File: src/rtl/mc_arb_pkg.sv
// Shared constants for the mc_mem_arbiter memory-port arbiter.
package mc_arb_pkg;

  localparam logic [1:0] REQ_INST = 2'd0;
  localparam logic [1:0] REQ_DATA = 2'd1;
  localparam logic [1:0] REQ_IO   = 2'd2;

  typedef enum logic [1:0] {
    ST_IDLE = 2'd0,
    ST_BUSY = 2'd1,
    ST_RESP = 2'd2
  } arb_state_t;

  localparam logic [15:0] TIMEOUT_DATA = 16'hDEAD;

endpackage

File: src/rtl/mc_arb_rr_sel.sv
// Combinational 3-way picker: round-robin after the last winner, or fixed data > inst > io.
module mc_arb_rr_sel
  import mc_arb_pkg::*;
(
  input  logic [2:0] req,
  input  logic [2:0] last,
  input  logic       mode,
  output logic [2:0] grant
);

  always_comb begin
    grant = '0;
    if (mode) begin
      if      (req[REQ_DATA]) grant[REQ_DATA] = 1'b1;
      else if (req[REQ_INST]) grant[REQ_INST] = 1'b1;
      else if (req[REQ_IO])   grant[REQ_IO]   = 1'b1;
    end else if (last[REQ_DATA]) begin
      if      (req[REQ_IO])   grant[REQ_IO]   = 1'b1;
      else if (req[REQ_INST]) grant[REQ_INST] = 1'b1;
      else if (req[REQ_DATA]) grant[REQ_DATA] = 1'b1;
    end else if (last[REQ_IO]) begin
      if      (req[REQ_INST]) grant[REQ_INST] = 1'b1;
      else if (req[REQ_DATA]) grant[REQ_DATA] = 1'b1;
      else if (req[REQ_IO])   grant[REQ_IO]   = 1'b1;
    end else begin
      // last == inst (also the reset value): search starts at data
      if      (req[REQ_DATA]) grant[REQ_DATA] = 1'b1;
      else if (req[REQ_IO])   grant[REQ_IO]   = 1'b1;
      else if (req[REQ_INST]) grant[REQ_INST] = 1'b1;
    end
  end

endmodule

File: src/rtl/mc_mem_arbiter.sv
// Three-requester arbiter for the shared stb/ack memory port, one transaction at a time.
// Optional BUSY watchdog enabled by defining MC_ARB_TIMEOUT_EN.
module mc_mem_arbiter
  import mc_arb_pkg::*;
#(
  parameter int unsigned AW          = 16,
  parameter int unsigned DW          = 16,
  parameter int unsigned PRIO_MODE   = 0,
  parameter int unsigned TIMEOUT_CYC = 255
) (
  input  logic          sys_clk,
  input  logic          sys_rst,
  input  logic          cpu_inst_stb_i,
  input  logic [AW-1:0] cpu_inst_addr_i,
  output logic [DW-1:0] cpu_inst_data_o,
  output logic          cpu_inst_ack_o,
  input  logic          cpu_data_stb_i,
  input  logic          cpu_data_we_i,
  input  logic [AW-1:0] cpu_data_addr_i,
  input  logic [DW-1:0] cpu_data_data_i,
  output logic [DW-1:0] cpu_data_data_o,
  output logic          cpu_data_ack_o,
  input  logic          io_stb_i,
  input  logic          io_we_i,
  input  logic [AW-1:0] io_addr_i,
  input  logic [DW-1:0] io_data_i,
  output logic [DW-1:0] io_data_o,
  output logic          io_ack_o,
  output logic          mem_stb_o,
  output logic          mem_we_o,
  output logic [AW-1:0] mem_addr_o,
  output logic [DW-1:0] mem_data_o,
  input  logic [DW-1:0] mem_data_i,
  input  logic          mem_ack_i,
  output logic [2:0]    grant_o,
  output logic          arb_err_o
);

  arb_state_t    r_state, w_next;
  logic [2:0]    r_grant, r_last, w_pick, w_req;
  logic [AW-1:0] r_addr, w_sel_addr;
  logic          r_we, w_sel_we;
  logic [DW-1:0] r_wdata, w_sel_wdata, w_rd_val;
  logic [DW-1:0] r_inst_rd, r_data_rd, r_io_rd;
  logic          w_tmo_hit, w_done, w_resp;

  assign w_req = {io_stb_i, cpu_data_stb_i, cpu_inst_stb_i};

  mc_arb_rr_sel u_sel (
    .req   (w_req),
    .last  (r_last),
    .mode  (PRIO_MODE != 0),
    .grant (w_pick)
  );

`ifdef MC_ARB_TIMEOUT_EN
  localparam int unsigned TW = $clog2(TIMEOUT_CYC + 1);
  logic [TW-1:0] r_tmo;
  logic          r_err;

  always_ff @(posedge sys_clk or negedge sys_rst) begin
    if (!sys_rst) begin
      r_tmo <= '0;
      r_err <= 1'b0;
    end else begin
      if (r_state == ST_BUSY) r_tmo <= r_tmo + 1'b1;
      else                    r_tmo <= '0;
      if (w_done)                  r_err <= w_tmo_hit;
      else if (r_state == ST_RESP) r_err <= 1'b0;
    end
  end

  // a real ack in the expiry cycle wins, so the hit requires !mem_ack_i
  assign w_tmo_hit = (r_state == ST_BUSY) && !mem_ack_i && (r_tmo == TW'(TIMEOUT_CYC - 1));
  assign arb_err_o = w_resp && r_err;
`else
  logic w_unused_tmo;
  assign w_unused_tmo = (TIMEOUT_CYC != 0);
  assign w_tmo_hit    = 1'b0;
  assign arb_err_o    = 1'b0;
`endif

  assign w_done = (r_state == ST_BUSY) && (mem_ack_i || w_tmo_hit);
  assign w_resp = (r_state == ST_RESP);

  always_ff @(posedge sys_clk or negedge sys_rst) begin
    if (!sys_rst) r_state <= ST_IDLE;
    else          r_state <= w_next;
  end

  always_comb begin
    w_next = r_state;
    case (r_state)
      ST_IDLE: if (|w_req) w_next = ST_BUSY;
      ST_BUSY: if (w_done) w_next = ST_RESP;
      ST_RESP: w_next = ST_IDLE;
      default: w_next = ST_IDLE;
    endcase
  end

  always_comb begin
    w_sel_addr  = cpu_inst_addr_i;
    w_sel_we    = 1'b0;
    w_sel_wdata = '0;
    if (w_pick[REQ_DATA]) begin
      w_sel_addr  = cpu_data_addr_i;
      w_sel_we    = cpu_data_we_i;
      w_sel_wdata = cpu_data_data_i;
    end else if (w_pick[REQ_IO]) begin
      w_sel_addr  = io_addr_i;
      w_sel_we    = io_we_i;
      w_sel_wdata = io_data_i;
    end
  end

  always_comb begin
    w_rd_val = '0;
    if (!mem_ack_i)  w_rd_val = DW'(TIMEOUT_DATA);
    else if (!r_we)  w_rd_val = mem_data_i;
  end

  always_ff @(posedge sys_clk or negedge sys_rst) begin
    if (!sys_rst) begin
      r_grant   <= '0;
      r_last    <= 3'b001;
      r_addr    <= '0;
      r_we      <= 1'b0;
      r_wdata   <= '0;
      r_inst_rd <= '0;
      r_data_rd <= '0;
      r_io_rd   <= '0;
    end else begin
      case (r_state)
        ST_IDLE: if (|w_req) begin
          r_grant <= w_pick;
          r_addr  <= w_sel_addr;
          r_we    <= w_sel_we;
          r_wdata <= w_sel_wdata;
        end
        ST_BUSY: if (w_done) begin
          if (r_grant[REQ_INST]) r_inst_rd <= w_rd_val;
          if (r_grant[REQ_DATA]) r_data_rd <= w_rd_val;
          if (r_grant[REQ_IO])   r_io_rd   <= w_rd_val;
        end
        ST_RESP: begin
          r_last  <= r_grant;
          r_grant <= '0;
        end
        default: ;
      endcase
    end
  end

  assign mem_stb_o       = (r_state == ST_BUSY);
  assign mem_we_o        = r_we;
  assign mem_addr_o      = r_addr;
  assign mem_data_o      = r_wdata;
  assign grant_o         = r_grant;
  assign cpu_inst_ack_o  = w_resp && r_grant[REQ_INST];
  assign cpu_data_ack_o  = w_resp && r_grant[REQ_DATA];
  assign io_ack_o        = w_resp && r_grant[REQ_IO];
  assign cpu_inst_data_o = r_inst_rd;
  assign cpu_data_data_o = r_data_rd;
  assign io_data_o       = r_io_rd;

endmodule

File: config.mk
export PLATFORM = sky130hd
export DESIGN_NAME = mc_mem_arbiter
export DESIGN_NICKNAME = d
export VERILOG_FILES = /design/src/rtl/mc_arb_pkg.sv /design/src/rtl/mc_arb_rr_sel.sv /design/src/rtl/mc_mem_arbiter.sv
export SDC_FILE = /design/constraint.sdc
export NUM_CORES = 1
export LEC_CHECK = 0
export CAP_MARGIN = 40
export CORE_MARGIN = 3
export CORE_UTILIZATION = 37
export CTS_CLUSTER_DIAMETER = 100
export DETAILED_ROUTE_END_ITERATION = 16
export PLACE_DENSITY = 0.83
export SETUP_SLACK_MARGIN = 0.02
export SLEW_MARGIN = 20
export SYNTH_ARGS = -nofsm -noshare
export SYNTH_HDL_FRONTEND = slang
export SYNTH_HIERARCHICAL = 1
export SYNTH_SLANG_ARGS = --single-unit
File: constraint.sdc
create_clock -name sys_clk -period 1.4 [get_ports sys_clk]
set_input_delay 0.28 -clock sys_clk [delete_from_list [all_inputs] [get_ports sys_clk]]
set_output_delay 0.28 -clock sys_clk [all_outputs]
set_load 0.05 [all_outputs]
* Word-level counts from Yosys, hierarchy flattened *
Cells that the tools add are included.

word-level totals
  input bits = 104
  output and inout port bits = 89
  register bits after elaboration = 89
  memories = 0
  latch bits = 0
  bits in read-only memories = 0
  memory bits (writable) = 0

operators by class
  $add $sub $neg = 0
  reduce and logical (&&, ||, !) cells = 13
  equal/unequal tests = 4
  order comparisons = 0
  shifts and indexed selects = 0
  muxes and demuxes = 24
  div/mod/pow operators = 0
  multipliers = 0
  bitwise gates (word level) = 0

operators with widths
  cell                                            count
  two-way mux 16 bit                              6
  two-way mux 1 bit                               9
  two-way mux 3 bit                               3
  AND reduction 3 bit                             3
  two-way mux 2 bit                               4
  case mux 3 bit (2 select lines)                 1
  AND reduction 2 bit                             3
  logical AND 1 bit                               4
  case mux 2 bit (2 select lines)                 1
  OR reduction 3 bit                              1
  == test 2 x 1 -> 1 bit (second input constant)  1
  == test 2 bit (second input constant)           1
  logical NOT 2 bit                               1
  != test 2 x 1 -> 1 bit (second input constant)  1
  != test 2 bit (second input constant)           1
  nonzero test 2 bit                              1

* Depth between registers and ports, before layout *
  word-level depth = 7
  gate-level depth with buffers = 9
  depth with buffers taken out = 6

* By module *
Netlist, hierarchy kept.

by module, submodules not included
  module          instances  area an instance (um^2)  cells an instance  seq. area each (um^2)
  mc_mem_arbiter  1          3971.3                   378                2228.4
  mc_arb_rr_sel   1          68.8                     12                 0.0

* Worst setup path before layout *
Ideal clock, no wire load.

  path kind = register to register
  start = register r_last[2]
  end = register r_addr[14] (netlist: mem_addr_o[14])
  arrival time = 1.434 ns
  path slack = -0.163 ns
  cell stages (with the launch flop) = 8
  data required time = 1.271 ns
  buffers on the path = 2
  cells stage by stage = dfrtp_1 nor3_1 o21a_1 buf_6 buf_6 mux2_2 mux2i_1 o21ai_0

between the ends
  longest elaborated chain between the ends = 4

ends and longest elaborated chain
  element                 line                   source
  from (decl)             mc_mem_arbiter.sv:40   logic [2:0] r_grant, r_last, w_pick, w_req;
  from (signal assigned)  mc_mem_arbiter.sv:146  r_last <= r_grant;
  two-way mux 3 bit       mc_arb_rr_sel.sv:21    end else if (last[REQ_IO]) begin
  two-way mux 3 bit       mc_arb_rr_sel.sv:17    end else if (last[REQ_DATA]) begin
  via w_pick[2]           mc_mem_arbiter.sv:40
  two-way mux 16 bit      mc_mem_arbiter.sv:109  end else if (w_pick[REQ_IO]) begin
  two-way mux 16 bit      mc_mem_arbiter.sv:105  if (w_pick[REQ_DATA]) begin
  to (signal assigned)    mc_mem_arbiter.sv:136  r_addr <= w_sel_addr;
  to (decl)               mc_mem_arbiter.sv:41   logic [AW-1:0] r_addr, w_sel_addr;

The timed path passes the listed nets, and every way through them passes these cells.
A chain may end at the register's enable or synchronous reset.

* Final worst setup path *
  start = register r_last[1]
  end = register r_addr[2] (netlist: mem_addr_o[2])

between the ends
  longest elaborated chain between the ends = 3

ends and longest elaborated chain
  element             line
  two-way mux 3 bit   mc_arb_rr_sel.sv:17
  via w_pick[2]       mc_mem_arbiter.sv:40
  two-way mux 16 bit  mc_mem_arbiter.sv:109
  two-way mux 16 bit  mc_mem_arbiter.sv:105

The timed path passes the listed nets, and every way through them passes these cells.

==> results.md <==
| Step | Quantity | Value |
|:---|:---|:---|
| outcome | Status | complete, but fails checks |
| outcome | Violations in the final reports | setup timing |
| route | Post-detailed-routing wire length | 15.6 mm |
| worst setup path | Setup crit start kind | flop |
| timing | Ratio of final minimum period to clock period | 1.21 |
| global route | Vias in the first global route | 4062 |
| worst hold path | Class of the tightest hold or removal check | primary input to asynchronous set/reset pin |
| power and ir drop | Cell Int Power | 10600 uW |
| placement | DPL Wire Length | 9.82 mm |
| global route | Remaining global-route overflow | 0 |
| route | DRC violations left | 0 |
| clock tree | Maximum buffer depth of the clock tree | 2 |
| cells and area | Antenna diodes | 0 |
| cells and area | Post-Route Utilization | 0.754 |
| floorplanning | Die X-Extent | 110 um |
| worst setup path | Crit Path Max Fanout | 9 |
| cells and area | Area used by multi-input combinational logic | 1800 sq um |
| timing | Hold Violations, Final | 0 |
| power and ir drop | Comb pwr share | 0.648 |
| power and ir drop | Power density over the cells | 2460 nW/um^2 |
| global route | Wire length of the first global-routing pass | 20.7 mm |
| timing | Setup Viol. Count Final | 40 |
| placement | Placed Cells | 716 |
| route | Drt pass-1 iters | 5 |
| global route | Met2 Resource Use GR | 0.390 |
| timing | Maximum clock frequency | 590 MHz |
| clock tree | Clock tree from TritonCTS | done |
| route | Via-per-instance ratio | 5.41 |
| cells and area | Finished Cell Area | 7850 sq um |
| floorplanning | I/O Pins | 193 |
| power and ir drop | Pleak | 0.00340 uW |
| clock tree | Number of H-tree levels | 3 |
| clock tree | Clock-pin transition on the worst setup and hold timing paths | 0.09 ns |
| worst setup path | CP endpoint kind | flop |
| power and ir drop | Worst voltage drop across the vdd grid | 0.00132 V |
| cells and area | Combined flip-flop and latch cell area | 2200 sq um |
| floorplanning | Effective utilization at floorplan | 0.385 |
| power and ir drop | Relative contribution of the clock network to total power | 0.095 |
| cells and area | Nets | 718 |
| worst setup path | Worst setup path category | flop to flop |
| synth | Post-synthesis instance total | 388 |
| floorplanning | Die height | 110 um |
| timing | Final worst setup slack | -0.294 ns |
| power and ir drop | Share of total power in sequential cells | 0.257 |
| job | Maximum Capacitance Violations | 0 |
| route | Post-DR wirelength/cell | 20.6 um |
| route | 1st-iter DRT viols | 192 |
| floorplanning | Die footprint | 12100 sq um |
| global route | Most crowded layer after global routing | met2 |
| floorplanning | Number of core rows | 37 |
| global route | Global routing met3 resource utilization | 0.0740 |
| power and ir drop | Proportion of total power due to net switching | 0.453 |
| clock tree | TritonCTS Sinks | 88 |
| worst setup path | Critical path required time | 1.64 ns |
| timing | RSZ-0062 raised after global routing | yes |
| worst setup path | Startpoint of the lowest-slack register-to-register path | r_last[1] |
| route | Post-route antenna net violation count | 0 |
| worst setup path | Number of cell instances on the worst register-to-register path | 6 |
| worst setup path | Crit path arrival time | 1.94 ns |
| placement | Count of input and output buffers | 191 |
| placement | Final Wtd Congestion | 0.823 |
| cells and area | Signed area change from the synthesized netlist to the final layout | 96.0% |
| clock tree | Num CTS Buffers | 9 |
| timing | Total count of max-transition violations in the final report | 0 |
| floorplanning | Floorplan Core Area | 10400 sq um |
| global route | Global-route total usage across every layer | 0.221 |
| clock tree | Source-to-sink clock delay at the later pin of the worst-skew pair | 0.35 ns |
| power and ir drop | Psw | 8730 uW |
| clock tree | Cell chosen for the clock root | sky130_fd_sc_hd__clkbuf_8 |
| cells and area | Post-route non-filler standard cell count | 755 |
| synth | Synthesized cell area | 4010 sq um |
| global route | M1 GR Usage | 0.246 |
| global route | Number of antenna violations at the first check in global routing | 0 |
| timing | Setup Skew | 0.0101 ns |
| placement | Area of placed instances | 7110 sq um |
| route | Via count | 4087 |
| global route | Pin count of the biggest net entering global routing | 89 |
| cells and area | Layout cell share with drive strength beyond 1 | 0.354 |
| worst setup path | Capture instance of the worst register-to-register path | mem_addr_o[2] |
| synth | Average instance area after synthesis | 10.3 sq um |
| worst setup path | Setup slack on the worst flop-to-flop path | -0.29 ns |
| timing | Min Clock Period, post-route | 1.69 ns |
| synth | Yosys synthesis warning count | 6 |
| cells and area | Number of fill cells in the layout | 619 |
==> sequential cells by signal, summed over array words and instances (netlist names) <==
name	count
io_data_o	16
r_last	2
mem_we_o	1
mem_addr_o	16
mem_data_o	16
grant_o	3
cpu_inst_data_o	16
cpu_data_data_o	16
r_state	2
==> layer usage <==
metal	vias up	share of wire	routed length, um
met4	0	0.023	362
met2	240	0.53	8170
met3	42	0.094	1460
li1	1803	-	-
met5	-	0	0
met1	2002	0.36	5570
==> critical path, cell delays in order (launching register included) <==
cell,delay [ns]
sky130_fd_sc_hd__dfrtp_1,0.43
sky130_fd_sc_hd__o2bb2ai_2,0.15
sky130_fd_sc_hd__o21a_4,0.24
sky130_fd_sc_hd__buf_16,0.16
sky130_fd_sc_hd__mux2_4,0.31
sky130_fd_sc_hd__mux2i_1,0.22
sky130_fd_sc_hd__o21ai_1,0.08
==> power groups by stage <==
stage	registers, uW	logic [uW]	clock network (uW)
after global placement	4860	11200	0
after detailed placement	4940	11500	0
after global routing	5060	13000	2000
after CTS	4880	11700	1860
after floorplan	7910	2080	0
final	4950	12500	1840
==> worst max path at each step <==
stage                           to            from  cells past startpoint  slack, ns
floorplan           mem_addr_o[14]       r_last[1]                      7       -0.1
global placement     mem_addr_o[8]  cpu_data_stb_i                      7      -0.54
detailed placement   mem_addr_o[5]  cpu_data_stb_i                      7      -0.65
CTS                  mem_data_o[4]       r_last[1]                      7      -0.22
global route         mem_addr_o[2]       r_last[1]                      6      -0.33
finish               mem_addr_o[2]       r_last[1]                      6      -0.29
==> area by class of cell <==
class,count,area share
repair buffers,240,0.440
clock inverters,4,0.00669
inverters,2,0.000956
clock buffers,12,0.0198
flip-flops and latches,88,0.281
multi-input cells,273,0.230
well taps,136,0.0217
==> layout by cell type (no fill, tap or decap), types with 2 or more instances in the layout <==
cell type and n:
sky130_fd_sc_hd__buf_12 98, sky130_fd_sc_hd__nand2b_1 12, sky130_fd_sc_hd__nand2_1 50, sky130_fd_sc_hd__clkbuf_16 6
sky130_fd_sc_hd__mux2_2 12, sky130_fd_sc_hd__nand3_1 3, sky130_fd_sc_hd__buf_4 21, sky130_fd_sc_hd__a22oi_2 14
sky130_fd_sc_hd__dlygate4sd2_1 2, sky130_fd_sc_hd__clkbuf_8 11, sky130_fd_sc_hd__conb_1 5, sky130_fd_sc_hd__mux2_4 4
sky130_fd_sc_hd__a21o_1 2, sky130_fd_sc_hd__dfrtp_1 86, sky130_fd_sc_hd__nor2b_4 3, sky130_fd_sc_hd__dfrtp_2 2
sky130_fd_sc_hd__o21ai_2 11, sky130_fd_sc_hd__o21ai_1 72, sky130_fd_sc_hd__clkinv_4 2, sky130_fd_sc_hd__o21ai_0 36
sky130_fd_sc_hd__mux2i_1 16, sky130_fd_sc_hd__and2_4 3, sky130_fd_sc_hd__nand2_2 7, sky130_fd_sc_hd__clkdlybuf4s50_1 100
sky130_fd_sc_hd__a22oi_1 3, sky130_fd_sc_hd__nand4b_1 3, sky130_fd_sc_hd__buf_6 9, sky130_fd_sc_hd__buf_8 2
==> what timing repair did <==
action	in CTS	in global routing
pin swaps	3	9
gates cloned	1	10
hold buffers	1	0
buffers inserted	6	8
setup endpoints to repair	39	76
gates resized for setup	30	83
endpoints found under the hold margin	88	0
==> metrics by stage <==
step / setup WS (ns) / hold slack [ns] / setup TNS (ns) / power [uW]
final: -0.294 / 0.528 / -6.92 / 19300
after global routing: -0.326 / 0.545 / -9.57 / 20100
after CTS: -0.220 / 0.520 / -6.53 / 18400
after global placement: -0.543 / 0.351 / -22.86 / 16000
after floorplan: -0.0980 / -0.0156 / -1.73 / 10000
after detailed placement: -0.654 / 0.363 / -27.78 / 16400
Power figures use the tool's default switching activity.
